[src/rtl/seq_pattern_gen.sv]
// seq_pattern_gen: serial bit-pattern transmitter.
// Shifts a captured WIDTH-bit pattern out MSB-first, one bit per clock, repeating
// it a captured number of times with an optional idle gap between repetitions.
// Every pattern bit carries dout_valid; the MSB of each repetition carries frame.
//
// state   | meaning
// --------+-----------------------------------------------------------------
// S_IDLE  | waiting for start; outputs low (done may be high for one cycle)
// S_SHIFT | a pattern bit is on dout; bit_q is the index currently shown
// S_GAP   | idle cycles between repetitions; busy stays high
module seq_pattern_gen #(
  parameter int               WIDTH   = 4,
  parameter logic [WIDTH-1:0] DEF_PAT = WIDTH'(4'b1011),
  parameter int               GAP     = 0,
  parameter int               CNT_W   = 8
) (
  input  logic             clk,
  input  logic             reset,
  input  logic             start,
  input  logic             use_default,
  input  logic [WIDTH-1:0] pattern_in,
  input  logic [CNT_W-1:0] repeat_n,
  input  logic             halt,
  output logic             dout,
  output logic             dout_valid,
  output logic             frame,
  output logic             busy,
  output logic             done
);

  typedef enum logic [1:0] {S_IDLE, S_SHIFT, S_GAP} state_t;

  localparam int               BW       = $clog2(WIDTH);
  localparam logic [BW-1:0]    MSB_IDX  = BW'(WIDTH - 1);
  localparam int               GW       = (GAP > 1) ? $clog2(GAP) : 1;
  localparam logic [GW-1:0]    GAP_LAST = GW'((GAP > 0) ? GAP - 1 : 0);
  localparam logic [CNT_W-1:0] ONE_REP  = CNT_W'(1);

  state_t           state_q;
  logic [WIDTH-1:0] pat_q;
  logic [BW-1:0]    bit_q;
  logic [CNT_W-1:0] rep_q;
  logic [GW-1:0]    gap_q;
  logic             dout_q, valid_q, frame_q, busy_q, done_q;

  logic [WIDTH-1:0] load_pat_d;
  logic [CNT_W-1:0] load_rep_d;

  // Pattern and repeat count as they would be captured by a start this cycle;
  // a repeat count of zero still sends one repetition.
  always_comb begin
    load_pat_d = use_default ? DEF_PAT : pattern_in;
    load_rep_d = (repeat_n == '0) ? ONE_REP : repeat_n;
  end

  // Sequencer: state, counters and all outputs are registered together.
  always_ff @(posedge clk) begin
    if (reset) begin
      state_q <= S_IDLE;
      pat_q   <= '0;
      bit_q   <= '0;
      rep_q   <= '0;
      gap_q   <= '0;
      dout_q  <= 1'b0;
      valid_q <= 1'b0;
      frame_q <= 1'b0;
      busy_q  <= 1'b0;
      done_q  <= 1'b0;
    end else begin
      done_q <= 1'b0;
      case (state_q)
        S_IDLE: begin
          dout_q  <= 1'b0;
          valid_q <= 1'b0;
          frame_q <= 1'b0;
          busy_q  <= 1'b0;
          if (start && !halt) begin
            pat_q   <= load_pat_d;
            rep_q   <= load_rep_d;
            bit_q   <= MSB_IDX;
            dout_q  <= load_pat_d[WIDTH-1];
            valid_q <= 1'b1;
            frame_q <= 1'b1;
            busy_q  <= 1'b1;
            state_q <= S_SHIFT;
          end
        end

        S_SHIFT: begin
          if (halt) begin
            // Abort: drop straight to idle without a done pulse.
            rep_q   <= '0;
            dout_q  <= 1'b0;
            valid_q <= 1'b0;
            frame_q <= 1'b0;
            busy_q  <= 1'b0;
            state_q <= S_IDLE;
          end else if (bit_q != '0) begin
            bit_q   <= bit_q - 1'b1;
            dout_q  <= pat_q[bit_q - 1'b1];
            valid_q <= 1'b1;
            frame_q <= 1'b0;
            busy_q  <= 1'b1;
          end else if (rep_q > ONE_REP) begin
            rep_q <= rep_q - 1'b1;
            if (GAP == 0) begin
              // Back-to-back: next repetition's MSB with no bubble.
              bit_q   <= MSB_IDX;
              dout_q  <= pat_q[WIDTH-1];
              valid_q <= 1'b1;
              frame_q <= 1'b1;
              busy_q  <= 1'b1;
            end else begin
              gap_q   <= GAP_LAST;
              dout_q  <= 1'b0;
              valid_q <= 1'b0;
              frame_q <= 1'b0;
              busy_q  <= 1'b1;
              state_q <= S_GAP;
            end
          end else begin
            rep_q   <= '0;
            dout_q  <= 1'b0;
            valid_q <= 1'b0;
            frame_q <= 1'b0;
            busy_q  <= 1'b0;
            done_q  <= 1'b1;
            state_q <= S_IDLE;
          end
        end

        S_GAP: begin
          if (halt) begin
            rep_q   <= '0;
            dout_q  <= 1'b0;
            valid_q <= 1'b0;
            frame_q <= 1'b0;
            busy_q  <= 1'b0;
            state_q <= S_IDLE;
          end else if (gap_q != '0) begin
            gap_q   <= gap_q - 1'b1;
            dout_q  <= 1'b0;
            valid_q <= 1'b0;
            frame_q <= 1'b0;
            busy_q  <= 1'b1;
          end else begin
            bit_q   <= MSB_IDX;
            dout_q  <= pat_q[WIDTH-1];
            valid_q <= 1'b1;
            frame_q <= 1'b1;
            busy_q  <= 1'b1;
            state_q <= S_SHIFT;
          end
        end

        default: begin
          dout_q  <= 1'b0;
          valid_q <= 1'b0;
          frame_q <= 1'b0;
          busy_q  <= 1'b0;
          state_q <= S_IDLE;
        end
      endcase
    end
  end

  assign dout       = dout_q;
  assign dout_valid = valid_q;
  assign frame      = frame_q;
  assign busy       = busy_q;
  assign done       = done_q;

endmodule

[config.mk]
export PLATFORM = sky130hd
export DESIGN_NAME = seq_pattern_gen
export DESIGN_NICKNAME = d
export VERILOG_FILES = /design/src/rtl/seq_pattern_gen.sv
export SDC_FILE = /design/constraint.sdc
export NUM_CORES = 1
export LEC_CHECK = 0
export ABC_CLOCK_PERIOD_IN_PS = 2700
export BUFFER_PORTS_ARGS = -buffer_cell sky130_fd_sc_hd__buf_4
export CAP_MARGIN = 15
export CORE_ASPECT_RATIO = 0.7
export CORE_UTILIZATION = 53
export DETAILED_ROUTE_END_ITERATION = 10
export PLACE_DENSITY = 0.89
export SLEW_MARGIN = 20
export SYNTH_ARGS = -nofsm -noshare
export SYNTH_HDL_FRONTEND = slang
export SYNTH_SLANG_ARGS = --single-unit
[constraint.sdc]
create_clock -name clk -period 2.7 [get_ports clk]
set_clock_uncertainty 0.2 [all_clocks]
set_input_delay 0.54 -clock clk [delete_from_list [all_inputs] [get_ports clk]]
set_output_delay 0.54 -clock clk [all_outputs]
set_load 0.05 [all_outputs]
==> out/results.txt, run 1 <==
status: finished, final reports clean
routing usage on met1: 0.3216
CTS tree: yes
initial DRC count: 32
worst hold path startpoint: halt
Clock Sinks: 19
Sw Share: 0.3236
delay-heaviest family, CP: compound AO/OA/AOI/OAI gates
worst-margin pin slew: 0.5299 ns
largest net degree at the start of global routing: 22
vias in the first global route: 893
Remaining DRCs: 0
initial antenna violation count: 0
H-tree Lvls: 1
CP Launch Type: register
layout cells sized above 1: 0.2238
sequential fraction of the synthesis area: 0.3527
Avg Cell Area, Syn: 8.698 um^2
WP buf/inv: 1
Final Hold Fails: 0
Post-Syn Nets: 144
met2 Use GR: 0.4157
Pint: 433.5 uW
# rows: 13
final WL: 2530 um
Area growth syn-to-layout: 15.66%
total track usage: 0.2507
first-pass GRT wire length: 4119 um
FF-to-FF Start: rep_q[0]
root buf cell: clkbuf_4
Post-DRT Antenna Nets: 0
Worst Hold Class: primary input to register
Max FO, Critical Path: 9
Final min period: 2.153 ns
Setup Viol. Count Final: 0
clock power share: 0.219
static leakage: 0.4884 nW
Worst EP required: 2.71 ns
via count: 1,025
number of synthesized flops with an enable pin: 0
CTS clk-pin slew, worst paths: 0.10 ns
DP Worst Slack: 0.6064 ns
Worst path max stage delay: 0.43 ns
routability cong.: 0.9744
Mapped Cells: 124
fin crit share: 0.7973
hpwl dp: 1940 um
total grt overflow: 0
reg2reg path depth: 6
RSZ-0062 raised after global routing: false
Worst R2R End: rep_q[0]
Yosys reg bits: 19
crit path from: rep_q[0]
Distinct cells, synth: 43
Synth Flop Type: dfxtp_1
Resized Gates After CTS: 0
GR peak layer: met2
Via-to-Cell Ratio: 6.212
Slew HR: 0.6440
antenna diode count: 0
commonest non-fill, non-tap cell in the layout: buf_4
initial core utilization: 0.5716
PD cells: 513.8 nW/um^2
crit path cell chain: inv_1, ha_1, or2_2, a31oi_4, a2bb2oi_1, a211oi_1
Gate power share: 0.281
max cap viols: 0
Hold Crit Depth: 2
Synth Warn #: 0
core area: 1887 um^2
Setup Fix Bufs, Post-CTS: 0
cts hold-fix bufs: 0
setup_tns: 0 ns
clock buffer count from CTS: 3
clock buffer depth: 2
DR WL/cell: 15.33 um
Fmax: 464.6 MHz
WP data arrival: 2.17 ns
max-slew violations: 0
Die Y: 39.74 um
M3 GR Usage: 0.08581
crit end category: register
most frequent cells in the layout: buf_4 (21), dfxtp_1 (19), nor2_1 (10)
I/O pins: 22
Worst IR Drop VDD: 0.0004351 V
R2R Setup Slk: 0.55 ns
sequential share of power: 0.499
Port Buffers: 21
net count reported at finish: 164
P_sw: 207.5 uW
Die Area: 2222 um^2
Die Width: 55.92 um
Clock Latency Late Sink: 0.30 ns
worst setup margin: 0.5474 ns
worst hold path endpoint: frame
crit path kind: register to register
Filler cells: 162
Mapped Area: 1079 um^2
Pre-antenna DRT Iters: 5
Async S/R FF share, synth: 0
CP max-delay cell: dfxtp_1
registers in the layout, summed over array words and instances, names as in the netlist:
name,count
rep_q,8
pat_q,4
bit_q,2
busy,1
done,1
dout,1
frame,1
state_q,1
worst max path at each step:
stage | end | slack [ns] | cells after the start
final | rep_q[0] | 0.55 | 6
after global placement | bit_q[1] | 0.72 | 6
after detailed placement | bit_q[1] | 0.61 | 6
after CTS | rep_q[0] | 0.59 | 6
after global routing | rep_q[0] | 0.42 | 6
after floorplan | bit_q[1] | 0.81 | 6
synthesized netlist by cell type, types with 2 or more instances:
cell type / instances / area (um^2)
o221ai_1: 2 / 17.52
buf_6: 2 / 22.52
a21oi_1: 9 / 45.04
o21ai_0: 2 / 10.01
o32ai_1: 2 / 17.52
a41oi_1: 2 / 17.52
nor2b_1: 3 / 18.77
ha_1: 3 / 37.54
nand3_1: 3 / 15.01
dfxtp_1: 19 / 380.4
clkbuf_1: 2 / 7.510
or3_1: 2 / 12.51
nor3_1: 8 / 40.04
a22oi_1: 2 / 15.01
and3_1: 2 / 12.51
nor2_1: 10 / 37.54
a2bb2oi_1: 2 / 17.52
a211oi_1: 2 / 15.01
inv_1: 9 / 33.78
nor4_1: 2 / 12.51
nand2b_1: 5 / 31.28
a31oi_1: 4 / 25.02
nand2_1: 7 / 26.28
cells by family after synthesis:
group / after synthesis / share of synthesized area
flip-flops: 19 / 0.3527
buffers and inverters: 15 / 0.07076
adder cells (fa/ha/maj): 3 / 0.03481
multiplexers: 1 / 0.02088
XOR/XNOR: 1 / 0.008122
AO/OA/AOI/OAI: 34 / 0.2401
AND/OR/NAND/NOR: 51 / 0.2726
final cells by class:
| class | count | area, um^2 | share of cell area |
|---|---|---|---|
| multi-input cells | 90 | 621.8 | 0.4985 |
| flip-flops and latches | 19 | 380.4 | 0.3049 |
| repair buffers | 21 | 157.7 | 0.1264 |
| inverters | 9 | 33.78 | 0.02708 |
| well taps | 22 | 27.53 | 0.02207 |
| clock buffers | 4 | 26.28 | 0.02106 |
per-stage QoR:
| stage | std cells | cell area (um^2) | hold WS (ns) | power (mW) | util |
|---|---|---|---|---|---|
| after floorplan | 124 | 1079 | 0.2287 | 0.4534 | - |
| after global placement | 161 | 1221 | 0.2420 | 0.4967 | 0.6472 |
| after detailed placement | 161 | 1221 | 0.2693 | 0.5009 | 0.6472 |
| after CTS | 165 | 1247 | 0.2437 | 0.6396 | 0.6611 |
| after global routing | 165 | 1247 | 0.2397 | 0.6767 | 0.6611 |
| final | 165 | 1247 | 0.2446 | 0.6410 | 0.6611 |
power by group through the flow:
stage / sequential, mW / clock, mW / combinational (mW)
after global routing: 0.323 / 0.158 / 0.195
after CTS: 0.319 / 0.144 / 0.176
final: 0.320 / 0.141 / 0.180
after global placement: 0.324 / 0 / 0.173
after floorplan: 0.328 / 0 / 0.126
after detailed placement: 0.326 / 0 / 0.175
worst register-to-register path: cells and delay by family, from the launching register on:
family                     cells  cell delay [ns]
AOI/OAI and AO/OA              3             0.71
adders and majority gates      1             0.27
buffers and inverters          1             0.09
DFF                            1             0.43
and+or+nand+nor                1             0.37
routing by layer:
metal / share of wire / routed length (um)
met5: 0 / 0
met3: 0.11 / 273
met1: 0.43 / 1082
met2: 0.45 / 1146
met4: 0.010 / 26
No activity file was read; power rests on OpenSTA's default activity.
==> inputs of run 2 (changes only) <==
Settings changed: ABC_CLOCK_PERIOD_IN_PS 2700 to 2200.
Clock period 2.7 ns to 2.2 ns, I/O delays scaled along.
==> run 2 against run 1 <==
Against the previous run:
- combinational power is 24% higher
- die area stayed put
- largest cell class unchanged
- final cell count is 1.2% higher
- utilization is 0.93 points higher
==> out/results.txt, run 2 (synthesis gave the netlist of run 1 again) <==
RSZ-0062 raised after global routing: false
fin crit share: 0.9495 (+0.1522)
core area: 1887 um^2 (unchanged)
final WL: 2609 um (+3.1%)
H-tree Lvls: 1 (unchanged)
Die Width: 55.92 um (unchanged)
largest net degree at the start of global routing: 22 (unchanged)
met2 Use GR: 0.4127 (-0.003012)
total grt overflow: 0 (unchanged)
initial DRC count: 66 (+110%)
Final min period: 2.089 ns (-0.06373 ns)
Fmax: 478.7 MHz (+3.1%)
via count: 1,064 (+3.8%)
clock buffer depth: 2 (unchanged)
Worst IR Drop VDD: 0.0004653 V (+6.9%)
Register Area: 381.6 um^2 (+0.33%)
max-slew violations: 0 (unchanged)
Max FO, Critical Path: 5 (-4)
Via-to-Cell Ratio: 6.371 (+2.6%)
FF-to-FF Start: rep_q[1]
Worst path max stage delay: 0.42 ns (about the same)
Final Hold Fails: 0 (unchanged)
Port Buffers: 21 (unchanged)
hpwl dp: 1908 um (-1.6%)
Post-DRT Antenna Nets: 0 (unchanged)
GR peak layer: met2
total track usage: 0.2476 (-0.003160)
M3 GR Usage: 0.09241 (+0.006601)
CP max-delay cell: a41oi_1
CTS clk-pin slew, worst paths: 0.11 ns (about the same)
# rows: 13 (unchanged)
antenna diode count: 0 (unchanged)
Setup Viol. Count Final: 0 (unchanged)
first-pass GRT wire length: 4043 um (-1.8%)
WP buf/inv: 1 (unchanged)
static leakage: 0.5022 nW (+2.8%)
commonest non-fill, non-tap cell in the layout: buf_4
initial antenna violation count: 0 (unchanged)
crit path kind: register to register
max reg flops: 8 (unchanged)
WP data arrival: 2.12 ns (-0.05 ns)
Multi-input gate area: 621.8 um^2 (unchanged)
Biggest register: rep_q
Pre-antenna DRT Iters: 4 (-1)
most frequent cells in the layout: buf_4 (23), dfxtp_1 (18), nor2_1 (10)
Die Area: 2222 um^2 (unchanged)
crit end category: register
delay-heaviest family, CP: compound AO/OA/AOI/OAI gates
initial core utilization: 0.5716 (unchanged)
Clock Sinks: 19 (unchanged)
Area growth syn-to-layout: 17.29%
I/O pins: 22 (unchanged)
crit path cell chain: inv_1, ha_1, or2_2, a41oi_1, nor3_1, a211oi_1
Die Y: 39.74 um (unchanged)
routing usage on met1: 0.3092 (-0.01237)
Worst EP required: 2.23 ns (-0.48 ns)
crit path from: rep_q[1]
top flop regs: rep_q: 8 flops, pat_q: 4 flops, bit_q: 2 flops
hold slack: 0.1371 ns (-0.1075 ns)
DR WL/cell: 15.62 um (+1.9%)
root buf cell: clkbuf_4
vias in the first global route: 896 (+0.34%)
max cap viols: 0 (unchanged)
worst hold path startpoint: halt
Clock Latency Late Sink: 0.31 ns (about the same)
worst-margin pin slew: 0.5053 ns (-0.02458 ns)
clock buffer count from CTS: 3 (unchanged)
PD cells: 628.5 nW/um^2 (+22%)
CTS tree: yes
CP Launch Type: register
Filler cells: 153 (-5.6%)
routability cong.: 0.9708 (-0.37%)
status: finished, final reports clean
Remaining DRCs: 0 (unchanged)
Slew HR: 0.6605 (+0.01651)
net count reported at finish: 166 (+1.2%)
Worst Hold Class: primary input to register
setup_tns: 0 ns (unchanged)
layout cells sized above 1: 0.2483 (+0.02450)
run 2: changes by cell type in the layout (fill, tap and decap cells not counted), sizes merged:
cell / delta
clkbuf: -1
clkinv: +1
buf: +2
run 2: cell type report:
class,instances,area share
clock inverters,1,0.003956
multi-input cells,90,0.4916
well taps,22,0.02176
clock buffers,3,0.01780
inverters,9,0.02671
repair buffers,23,0.1365
flip-flops and latches,19,0.3017
run 2: per-stage QoR:
step	instance area [um^2]	total power, mW	utilization	worst slack, ns	cells
floorplan	1079	0.5564	-	0.3115	124
global placement	1221	0.6095	0.6472	0.2186	161
detailed placement	1221	0.6146	0.6472	0.1298	161
CTS	1249	0.7896	0.6618	0.1140	165
global route	1265	0.8422	0.6704	0.01665	167
finish	1265	0.7950	0.6704	0.1111	167
run 2: report_power, final:
group | leakage [nW] | switching [mW] | internal, mW
combinational | 0.328 | 0.128 | 0.0961
clock | 0.0177 | 0.110 | 0.0679
sequential | 0.156 | 0.0257 | 0.368
run 2: final timing paths:
path | endpoint | cells after the start | slack (ns)
max reg2reg | bit_q[1] | 6 | 0.11
min reg2reg | pat_q[2] | 2 | 0.25
max | bit_q[1] | 6 | 0.11
min | frame | 2 | 0.14
run 2: worst register-to-register path: cells and delay by family (launching register included):
kind / cells / cell delay, ns
AOI/OAI and AO/OA: 2 / 0.64
and+or+nand+nor: 2 / 0.45
DFF: 1 / 0.39
adders and majority gates: 1 / 0.26
buffers and inverters: 1 / 0.10
run 2: timing repair:
item                       4_1_cts  5_1_grt
hold buffers                     0        0
gates resized for setup          0        1
buffers inserted                 0        2
setup endpoints to repair        0        1
run 2: routing by layer:
layer | vias to the layer above | share of wire
met1 | 480 | 0.43
li1 | 502 | -
met2 | 73 | 0.45
met4 | 0 | 0.016
met3 | 9 | 0.10
met5 | - | 0
